===== config.mk =====
export PLATFORM = sky130hd
export DESIGN_NAME = seq_divider
export DESIGN_NICKNAME = d
export VERILOG_FILES = /design/src/rtl/seq_divider_pkg.sv /design/src/rtl/seq_divider_cla_sub.sv /design/src/rtl/seq_divider.sv
export SDC_FILE = /design/constraint.sdc
export NUM_CORES = 1
export LEC_CHECK = 0
export CAP_MARGIN = 20
export CELL_PAD_IN_SITES_DETAIL_PLACEMENT = 1
export CELL_PAD_IN_SITES_GLOBAL_PLACEMENT = 1
export CORE_UTILIZATION = 38
export CTS_BUF_LIST = sky130_fd_sc_hd__clkbuf_16
export CTS_CLUSTER_SIZE = 24
export DETAILED_ROUTE_END_ITERATION = 16
export HOLD_SLACK_MARGIN = 0.03
export PLACE_DENSITY_LB_ADDON = 0.3
export SETUP_SLACK_MARGIN = 0.5
export SLEW_MARGIN = 5
export SYNTH_ARGS = -nofsm -noshare
export SYNTH_HDL_FRONTEND = slang
export SYNTH_HIERARCHICAL = 1
export SYNTH_SLANG_ARGS = --single-unit

===== constraint.sdc =====
create_clock -name clk -period 2.8 [get_ports clk]
set_input_delay 0.56 -clock clk [delete_from_list [all_inputs] [get_ports clk]]
set_output_delay 0.56 -clock clk [all_outputs]
set_load 0.03 [all_outputs]

===== src/rtl/seq_divider_pkg.sv =====
// seq_divider_pkg: shared FSM encoding and sizing helpers for the sequential divider
package seq_divider_pkg;
  localparam int DEF_WIDTH = 8;
  typedef enum logic [1:0] {IDLE = 2'b00, CALC = 2'b01, DONE = 2'b10} state_e;
  function automatic int cnt_w(input int w);
    return $clog2(w);
  endfunction
endpackage


===== src/rtl/seq_divider_cla_sub.sv =====
// seq_divider_cla_sub: WIDTH+1-bit subtractor built from a chain of 4-bit lookahead slices
module cla4 (
  input  logic [3:0] a,
  input  logic [3:0] b,
  input  logic       ci,
  output logic [3:0] s,
  output logic       co
);
  logic [3:0] g, p, c;
  assign g = a & b;
  assign p = a ^ b;
  assign c[0] = ci;
  assign c[1] = g[0] | (p[0] & ci);
  assign c[2] = g[1] | (p[1] & g[0]) | (p[1] & p[0] & ci);
  assign c[3] = g[2] | (p[2] & g[1]) | (p[2] & p[1] & g[0]) | (p[2] & p[1] & p[0] & ci);
  assign co = g[3] | (p[3] & g[2]) | (p[3] & p[2] & g[1]) | (p[3] & p[2] & p[1] & g[0]) | (&p & ci);
  assign s = p ^ c;
endmodule

module cla_sub #(
  parameter int WIDTH = 8
) (
  input  logic [WIDTH:0] a,
  input  logic [WIDTH:0] b,
  output logic [WIDTH:0] diff,
  output logic           co
);
  localparam int N = WIDTH / 4;
  logic [WIDTH:0] bn;
  logic [N:0]     c;
  assign bn = ~b;
  assign c[0] = 1'b1;
  for (genvar i = 0; i < N; i++) begin : g_slice
    cla4 u_cla4 (
      .a (a[4*i+3:4*i]),
      .b (bn[4*i+3:4*i]),
      .ci(c[i]),
      .s (diff[4*i+3:4*i]),
      .co(c[i+1])
    );
  end
  // MSB slice: a single full adder closes the WIDTH+1-bit chain
  assign diff[WIDTH] = a[WIDTH] ^ bn[WIDTH] ^ c[N];
  assign co = (a[WIDTH] & bn[WIDTH]) | (c[N] & (a[WIDTH] ^ bn[WIDTH]));
endmodule


===== src/rtl/seq_divider.sv =====
// seq_divider: unsigned restoring divider, one quotient bit per clock
module seq_divider
  import seq_divider_pkg::*;
#(
  parameter int WIDTH = DEF_WIDTH
) (
  input  logic             clk,
  input  logic             reset_n,
  input  logic             start,
  input  logic             clear,
  input  logic [WIDTH-1:0] dividend,
  input  logic [WIDTH-1:0] divisor,
  output logic             busy,
  output logic             done,
  output logic [WIDTH-1:0] quotient,
  output logic [WIDTH-1:0] remainder,
  output logic             div_by_zero
);
  localparam int CW = cnt_w(WIDTH);
  state_e           state_q, state_d;
  logic [CW-1:0]    count_q, count_d;
  logic [WIDTH:0]   r_q, r_d, rs, diff, r_nxt;
  logic [WIDTH-1:0] q_q, q_d, d_q, d_d, q_nxt, quot_q, quot_d, rem_q, rem_d;
  logic             dz_q, dz_d, no_borrow, unused_r_msb;
  assign rs = {r_q[WIDTH-1:0], q_q[WIDTH-1]};
  cla_sub #(.WIDTH(WIDTH)) u_sub (
    .a   (rs),
    .b   ({1'b0, d_q}),
    .diff(diff),
    .co  (no_borrow)
  );
  assign r_nxt = no_borrow ? diff : rs;
  assign q_nxt = {q_q[WIDTH-2:0], no_borrow};
  // R stays below D, so its top bit only matters inside the subtractor
  assign unused_r_msb = r_q[WIDTH];
  always_comb begin
    state_d = state_q;
    count_d = count_q;
    r_d     = r_q;
    q_d     = q_q;
    d_d     = d_q;
    quot_d  = quot_q;
    rem_d   = rem_q;
    dz_d    = dz_q;
    if (clear) begin
      state_d = IDLE;
      quot_d  = '0;
      rem_d   = '0;
      dz_d    = 1'b0;
    end else begin
      case (state_q)
        IDLE: if (start) begin
          r_d     = '0;
          q_d     = dividend;
          d_d     = divisor;
          count_d = CW'(WIDTH - 1);
          state_d = (divisor == '0) ? DONE : CALC;
          if (divisor == '0) begin
            quot_d = '1;
            rem_d  = dividend;
            dz_d   = 1'b1;
          end
        end
        CALC: begin
          r_d     = r_nxt;
          q_d     = q_nxt;
          count_d = count_q - 1'b1;
          if (count_q == '0) begin
            state_d = DONE;
            quot_d  = q_nxt;
            rem_d   = r_nxt[WIDTH-1:0];
            dz_d    = 1'b0;
          end
        end
        DONE:    state_d = IDLE;
        default: state_d = IDLE;
      endcase
    end
  end
  always_ff @(posedge clk or negedge reset_n) begin
    if (!reset_n) begin
      state_q <= IDLE;
      count_q <= '0;
      r_q     <= '0;
      q_q     <= '0;
      d_q     <= '0;
      quot_q  <= '0;
      rem_q   <= '0;
      dz_q    <= 1'b0;
    end else begin
      state_q <= state_d;
      count_q <= count_d;
      r_q     <= r_d;
      q_q     <= q_d;
      d_q     <= d_d;
      quot_q  <= quot_d;
      rem_q   <= rem_d;
      dz_q    <= dz_d;
    end
  end
  assign busy        = state_q != IDLE;
  assign done        = state_q == DONE;
  assign quotient    = quot_q;
  assign remainder   = rem_q;
  assign div_by_zero = dz_q;
endmodule

==> impl_metrics.json <==
{
  "dieArea_um2": 6940,
  "port_buffers": 38,
  "hold_ws_ns": 0.360,
  "cp-end-kind": "register",
  "powerDensity_nw_per_um2": 635,
  "core_area_um2": 6350,
  "slew_violations": 0,
  "place_hpwl_um": 3920,
  "fmax_mhz": 322,
  "rsz0062_at_grt": "true",
  "crit_top_cell": "a21o_1",
  "avgSynthCellArea_um2": 11.3,
  "finalWirelength_um": 6570,
  "period_share": 1.11,
  "syn_area_um2": 2510,
  "wl_per_cell_um": 18.3,
  "cts.sinks": 46,
  "drc": 0,
  "drive_gt1_frac": 0.273,
  "grt_max_degree": 47,
  "area_growth_pct": 35.4,
  "hold_path_class": "in -> async",
  "dr.pass1.iters": 4,
  "fin_skew_ns": 0.00476,
  "r2r_end": "r_q[0]$_DFFE_PN0P_",
  "worstPathCellList": "inv_2, ha_4, a21o_1, a31o_1, a21o_1, a21o_1, a31o_1, a21o_1, inv_2, fa_2, clkinvlp_4, buf_12, mux2i_1, nor2_1, mux2_2",
  "tightest_slew_ns": 0.614,
  "worstPathArrival_ns": 3.27,
  "max_cap_viol_count": 0,
  "viasPerCell": 5.23,
  "syn_inst": 223,
  "gr-total-overflow": 0,
  "setup_viol": 18,
  "final_net_count": 314,
  "final_cell_mix": "dfrtp_1, clkdlybuf4s50_1, inv_1",
  "cts_tree": "built",
  "first_global_vias": 2000,
  "crit_fanout": 6,
  "cp-startpoint": "d_q[2]$_DFFE_PN0P_",
  "ant_nets": 0,
  "violations": "negative setup slack",
  "r2r_slack_ns": -0.30,
  "fin_area_um2": 3400,
  "drt_iter0_markers": 77,
  "start_util": 0.396,
  "layout_setup_ws_ns": -0.302,
  "timing_hold_violations_final": 0,
  "cpPeakStageDelay_ns": 0.38,
  "startpoint_type": "register",
  "clock_latency_ns": 0.29,
  "slew_headroom": 0.591,
  "via_count": 1876,
  "clk_pin_slew_ns": 0.06,
  "cts_buffers": 5,
  "rr_startpoint": "d_q[2]$_DFFE_PN0P_",
  "grt_usage": 0.196,
  "gp_congestion": 0.729,
  "die_w_um": 83.3,
  "mostFrequentLayoutCell": "dfrtp_1",
  "reg2regPathDepth": 15,
  "antenna_found_initial": 0,
  "outcome": "finished, violations left",
  "grt_pass1_wl_um": 10400,
  "fin_cells": 359,
  "clockBufferDepth": 2,
  "cts-root-buf": "clkbuf_16",
  "setup_tns_ns": -4.54,
  "power_leakage_nw": 1.62,
  "n_antenna_cell": 0,
  "ir_drop_mv": 0.397,
  "slowest_stage": "dfrtp_1",
  "fin_crit_ns": 3.10,
  "yosys_warnings": 6,
  "worstPathRequired_ns": 2.97,
  "placed_cells": 339,
  "crit_type": "reg -> reg",
  "num_rows": 29,
  "dpl-instance-area_um2": 3020,
  "power.total_w": 0.00216,
  "io_pins": 39,
  "cts_max_level": 2,
  "die_y_um": 83.3
}
## final cells by class
class                           count  area (µm²)
Clock buffer                        5         125
Clock inverter                      3        63.8
Fill cell                         649        2950
Inverter                           25        97.6
Multi-Input combinational cell    143        1290
Sequential cell                    46        1150
Tap cell                           77        96.3
Timing Repair Buffer               60         573
## registers in the layout (all words and copies together), names as in the netlist
| name | flops |
|---|---|
| d_q | 8 |
| remainder | 8 |
| quotient | 8 |
| div_by_zero | 1 |
| r_q | 8 |
| count_q | 3 |
| q_q | 8 |
| state_q | 2 |
## metrics by stage
| stage | worst slack (ns) | utilization |
|---|---|---|
| after floorplan | 0.607 | - |
| after global placement | -0.0417 | 0.476 |
| after detailed placement | -0.148 | 0.476 |
| after CTS | -0.174 | 0.523 |
| after global routing | -0.425 | 0.536 |
| final | -0.302 | 0.536 |
## worst max-delay path, delay by kind of cell, from the launching register on
family	cells	cell delay [ns]
AO/OA/AOI/OAI	6	1.17
buffers and inverters	4	0.46
adder cells (fa/ha/maj)	2	0.45
multiplexers	2	0.43
flip-flops	1	0.38
AND/OR/NAND/NOR	1	0.09
## power breakdown
| part | switching (W) | total, W | internal [W] | leakage (nW) |
|---|---|---|---|---|
| sequential | 0.0000576 | 0.000805 | 0.000747 | 0.596 |
| clock | 0.000251 | 0.000759 | 0.000508 | 0.0915 |
| combinational | 0.000320 | 0.000596 | 0.000275 | 0.937 |
| total | 0.000629 | 0.00216 | 0.00153 | 1.62 |
## repair_timing
| action | CTS | global route |
|---|---|---|
| setup endpoints to repair | 18 | 18 |
| buffers inserted | 7 | 4 |
| gates cloned | 0 | 0 |
| hold buffers | 0 | 0 |
| resized for setup | 8 | 10 |
| pin swaps | 10 | 9 |
## worst max-delay path by stage
stage	endpoint	slack (ns)	depth (start not counted)
2_1_floorplan	r_q[7]$_DFFE_PN0P_	0.61	11
3_3_place_gp	r_q[1]$_DFFE_PN0P_	-0.04	14
3_5_place_dp	r_q[4]$_DFFE_PN0P_	-0.15	14
4_1_cts	r_q[1]$_DFFE_PN0P_	-0.17	15
5_1_grt	r_q[5]$_DFFE_PN0P_	-0.43	15
6_report	r_q[0]$_DFFE_PN0P_	-0.30	15
## routing by layer
| layer | track usage | wire, µm | vias to the layer above |
|---|---|---|---|
| met5 | 0 | 0 | - |
| met4 | 0.0658 | 107 | 0 |
| met3 | 0.0417 | 199 | 9 |
| met2 | 0.329 | 3420 | 32 |
| met1 | 0.251 | 2840 | 961 |
| li1 | - | - | 874 |
Power figures use the tool's default switching activity.
